===== src/rtl/tt_pkg.sv =====
// Shared types and helpers for the truth-table sweeper.
// Contents: FSM state encoding, settle-counter width, first-set-bit encoder.
// Used by: tt_vec_counter, truth_table_sweeper.
package tt_pkg;

  typedef enum logic [1:0] {
    ST_IDLE   = 2'd0,
    ST_SETTLE = 2'd1,
    ST_SAMPLE = 2'd2,
    ST_DONE   = 2'd3
  } state_t;

  // Wide enough for SETTLE up to 15 (counter runs 0..SETTLE-1).
  localparam int SETTLE_W = 4;

  // Index of the lowest set bit; 0 when no bit is set.
  function automatic logic [5:0] first_set(input logic [63:0] v);
    logic [5:0] r;
    r = 6'd0;
    for (int i = 63; i >= 0; i--) begin
      if (v[i]) r = 6'(i);
    end
    return r;
  endfunction

endpackage


===== src/rtl/tt_vec_counter.sv =====
// Vector counter plus settle sub-counter for the truth-table sweeper.
// Ports: clk/rst; vec_clr/vec_inc drive vec, last = (vec == TW-1);
//        cnt_clr/cnt_inc drive cnt, cnt_last = (cnt == SETTLE-1).
module tt_vec_counter
  import tt_pkg::*;
#(
  parameter int N      = 3,
  parameter int SETTLE = 1
) (
  input  logic                clk,
  input  logic                rst,
  input  logic                vec_clr,
  input  logic                vec_inc,
  input  logic                cnt_clr,
  input  logic                cnt_inc,
  output logic [N-1:0]        vec,
  output logic                last,
  output logic [SETTLE_W-1:0] cnt,
  output logic                cnt_last
);

  // TW-1 is all ones in N bits, so the last vector is a simple AND-reduce.
  assign last     = &vec;
  assign cnt_last = (cnt == SETTLE_W'(SETTLE - 1));

  always_ff @(posedge clk) begin
    if (rst) begin
      vec <= '0;
      cnt <= '0;
    end else begin
      if (vec_clr)              vec <= '0;
      else if (vec_inc && !last) vec <= vec + 1'b1;

      if (cnt_clr)      cnt <= '0;
      else if (cnt_inc) cnt <= cnt + 1'b1;
    end
  end

endmodule


===== src/rtl/truth_table_sweeper.sv =====
// Sweeps a combinational function through all 2**N inputs, captures its truth table and checks it.
// Ports: clk, rst (sync, active-high), start, f_in, expected[TW] in;
//        vec[N], busy, done, table_out[TW], ones_count[N+1], match, first_err[N] out.
module truth_table_sweeper
  import tt_pkg::*;
#(
  parameter  int N      = 3,
  parameter  int SETTLE = 1,
  localparam int TW     = 1 << N
) (
  input  logic          clk,
  input  logic          rst,
  input  logic          start,
  input  logic          f_in,
  input  logic [TW-1:0] expected,
  output logic [N-1:0]  vec,
  output logic          busy,
  output logic          done,
  output logic [TW-1:0] table_out,
  output logic [N:0]    ones_count,
  output logic          match,
  output logic [N-1:0]  first_err
);

  localparam int CW = N + 1;

  state_t               state, state_nxt;
  logic [TW-1:0]        exp_q;
  logic [TW-1:0]        tbl_nxt;
  logic                 last, cnt_last;
  logic [SETTLE_W-1:0]  cnt;
  logic                 vec_clr, vec_inc, cnt_clr, cnt_inc;
  logic                 load, sample;

  tt_vec_counter #(.N(N), .SETTLE(SETTLE)) u_cnt (
    .clk      (clk),
    .rst      (rst),
    .vec_clr  (vec_clr),
    .vec_inc  (vec_inc),
    .cnt_clr  (cnt_clr),
    .cnt_inc  (cnt_inc),
    .vec      (vec),
    .last     (last),
    .cnt      (cnt),
    .cnt_last (cnt_last)
  );

  assign busy = (state == ST_SETTLE) || (state == ST_SAMPLE);
  assign done = (state == ST_DONE);

  // Table including the bit being sampled this cycle, so the DONE-entry
  // compare sees the complete table.
  always_comb begin
    tbl_nxt      = table_out;
    tbl_nxt[vec] = f_in;
  end

  always_ff @(posedge clk) begin
    if (rst) state <= ST_IDLE;
    else     state <= state_nxt;
  end

  always_comb begin
    state_nxt = state;
    vec_clr   = 1'b0;
    vec_inc   = 1'b0;
    cnt_clr   = 1'b0;
    cnt_inc   = 1'b0;
    load      = 1'b0;
    sample    = 1'b0;
    unique case (state)
      ST_IDLE, ST_DONE: begin
        if (start) begin
          load      = 1'b1;
          vec_clr   = 1'b1;
          cnt_clr   = 1'b1;
          state_nxt = ST_SETTLE;
        end
      end
      ST_SETTLE: begin
        if (cnt_last) state_nxt = ST_SAMPLE;
        else          cnt_inc   = 1'b1;
      end
      ST_SAMPLE: begin
        sample = 1'b1;
        if (last) begin
          state_nxt = ST_DONE;
        end else begin
          vec_inc   = 1'b1;
          cnt_clr   = 1'b1;
          state_nxt = ST_SETTLE;
        end
      end
      default: state_nxt = ST_IDLE;
    endcase
  end

  always_ff @(posedge clk) begin
    if (rst) begin
      exp_q      <= '0;
      table_out  <= '0;
      ones_count <= '0;
      match      <= 1'b0;
      first_err  <= '0;
    end else if (load) begin
      exp_q      <= expected;
      table_out  <= '0;
      ones_count <= '0;
    end else if (sample) begin
      table_out  <= tbl_nxt;
      ones_count <= ones_count + CW'(f_in);
      if (last) begin
        match     <= (tbl_nxt == exp_q);
        first_err <= N'(first_set(64'(tbl_nxt ^ exp_q)));
      end
    end
  end

endmodule


===== config.mk =====
export PLATFORM = sky130hd
export DESIGN_NAME = truth_table_sweeper
export DESIGN_NICKNAME = d
export VERILOG_FILES = /design/src/rtl/tt_pkg.sv /design/src/rtl/tt_vec_counter.sv /design/src/rtl/truth_table_sweeper.sv
export SDC_FILE = /design/constraint.sdc
export NUM_CORES = 1
export LEC_CHECK = 0
export ABC_AREA = 0
export BUFFER_PORTS_ARGS = -buffer_cell sky130_fd_sc_hd__buf_2
export CAP_MARGIN = 10
export CORE_MARGIN = 1.5
export CORE_UTILIZATION = 40
export DETAILED_ROUTE_END_ITERATION = 16
export PLACE_DENSITY = 0.66
export SLEW_MARGIN = 20
export SYNTH_ARGS = -nofsm -noshare
export SYNTH_HDL_FRONTEND = slang
export SYNTH_SLANG_ARGS = --single-unit

===== constraint.sdc =====
create_clock -name clk -period 1.94 [get_ports clk]
set_input_delay 0.291 -clock clk [delete_from_list [all_inputs] [get_ports clk]]
set_output_delay 0.291 -clock clk [all_outputs]
set_load 0.03 [all_outputs]

==> qor.txt <==
status = completed
R2R Setup Slk = 0.17 ns
Final TNS setup = 0 ns
fillcell total = 408
Unique masters post-synth = 38
DRT Pass-1 Iters = 4
clk_skew = 0.005280 ns
Mapped Area = 1755 µm²
grt total ovfl = 0
clock root cell = clkbuf_8
async set or reset register ratio after synthesis = 0%
Vert. Die Dim = 69.25 µm
Fmax = 0.5661 GHz
routability cong. = 0.8790
worst path arrival time = 1.95 ns
ys flop type = dfxtp_1
area leader, netlist = dfxtp_1
crit end category = flip-flop
Synth Net Count = 221
Yosys top cell area share = 37.63%
Hold Path Class = in -> reg
clk_lat worst skew = 0.28 ns
H-tree levels = 2
count leader, synth = dfxtp_1
min Tclk post-route = 1.766 ns
ANT cells = 0
Initial Utilization = 42.66%
Synth Warn # = 0
Clock transition at path regs = 0.07 ns
Final Hold Vio Count = 0
RSZ-0062 raised after global routing = false
GRT Total Usage = 16.27%
static leakage = 0.001002 µW
CP Launch Type = flip-flop
syn avg cell area = 8.821 µm²
layout cells sized above 1 = 23.65%
post_cts resized = 0
Vias/cell = 4.973
actual slew at the worst max-slew pin = 0.3273 ns
CTS tree = built
clock tree sinks = 33
synthesized flop and latch total = 33
Nets = 262
total die area = 4795 µm²
Routed Antenna Nets = 0
DIE WIDTH = 69.25 µm
Port Buffer Count = 32
Hold Slack = 0.2445 ns
worst vdd ir = 0.4091 mV
WL/cell = 12.65 µm
WL final = 3.680 mm
Max Root-Sink Buffers = 2
antenna violations before repair = 0
# IOs = 33
# hold bufs at CTS = 0
Final period util = 91.05%
Max-cap violations = 0
first-pass GRT wire length = 6.223 mm
DR DRC count = 0
synth cell count leaders = 33 x dfxtp_1, 27 x nor2_1, 25 x nand2_1, 19 x mux2i_1, 14 x a21oi_1
# rows = 23
critical setup path kind = reg -> reg
area grow syn2layout = 20.03%
WP data required = 2.12 ns
register area = 661.9 µm²
# setup viols final = 0
multi-input combinational cell area = 1013 µm²
core box area = 4115 µm²
Slew Limit Fails = 0
vias in the first global route = 1383
register area share after synthesis = 37.63%
number of synthesized flops with an enable pin = 0
total CTS buffers = 5
Post-CTS Setup Repair Bufs = 0
Mapped Cells = 199
Pwr per Cell Area = 674.8 nW/µm²
critical path peak fanout = 6
1st-iter DRT viols = 95
largest cells by area after synthesis = dfxtp_1 38%, mux2i_1 11%, ha_1 7.1%
HPWL Detailed = 2.667 mm
largest net degree at the start of global routing = 18
Rel. slew slack = 77.88%
Vias = 1447
## state kept, by name, summed over array words and instances (netlist names)
signal	flops
exp_q	8
first_err	3
match	1
ones_count	4
state	2
table_out	8
u_cnt.cnt	4
u_cnt.vec	3
## layout by cell type (no fill, tap or decap), types with 2 or more instances in the layout
cell type	netlist	final
a21oi_1	14	14
clkbuf_8	0	5
buf_4	1	11
mux2i_1	19	19
inv_1	7	7
nor3_1	3	2
xor2_1	8	8
buf_2	1	32
xnor2_1	6	6
nand2_1	25	25
nor2_1	27	27
nand4_1	3	3
nor2b_1	2	2
o21ai_0	4	4
ha_1	10	10
dfxtp_1	33	32
nand2b_1	2	2
nand3b_1	2	2
clkbuf_1	5	3
nor3b_1	3	2
nor3_2	1	2
nand3_1	4	4
## per-layer routing
metal	part of all wire (%)	GRT usage, %	vias to the layer above
li1	-	-	759
met5	0	0	-
met1	50	20.49	658
met4	1.7	5.882	0
met2	45	26.50	23
met3	3.2	4.651	7
## per-stage QoR
stage	cells	util (%)	setup slack (ns)	power (µW)	area [µm²]
finish	291	51.20	0.1737	1422	2107
floorplan	199	-	0.07907	864.8	1755
CTS	291	50.93	0.1260	1433	2096
detailed placement	283	48.98	0.1362	935.0	2016
global placement	283	48.98	0.1530	931.5	2016
global route	291	51.20	0.04484	1495	2107
## critical path, cell delays in order (launching register included)
cell and delay, ns:
dfxtp_1 0.36, buf_4 0.18, nor3_2 0.17, mux2i_1 0.27
xnor2_1 0.18, nand2b_1 0.19, nor3_2 0.06, a32o_1 0.26
## path summary, 6_finish.rpt
path           startpoint       end  cells after the start
max          u_cnt.vec[0]     match                      7
min           expected[4]  exp_q[4]                      3
max reg2reg  u_cnt.vec[0]     match                      7
min reg2reg      exp_q[1]  exp_q[1]                      2
## area by class of cell
class | count | area share, %
timing repair buffer | 44 | 12.47
tap | 50 | 2.969
clock buffer | 8 | 3.800
multi-input combinational | 149 | 48.10
sequential | 33 | 31.41
inverter | 7 | 1.247
## kinds of logic (layout without fill, tap and decap cells)
| group | after synthesis | after routing | synth area share [%] |
|---|---|---|---|
| buffers and inverters | 17 | 59 | 5.203 |
| adder cells (fa/ha/maj) | 10 | 10 | 7.128 |
| flip-flops | 33 | 33 | 37.63 |
| AND/OR/NAND/NOR | 79 | 79 | 22.95 |
| XOR/XNOR | 14 | 14 | 6.985 |
| AO/OA/AOI/OAI | 27 | 27 | 9.267 |
| multiplexers | 19 | 19 | 10.83 |
## power by group
| part | internal, µW | switching [µW] | total [µW] | leakage (µW) |
|---|---|---|---|---|
| logic | 82.2 | 125 | 207 | 0.000695 |
| registers | 697 | 17.3 | 715 | 0.000268 |
| clock network | 255 | 245 | 500 | 0.0000395 |
Power figures use the tool's default switching activity.
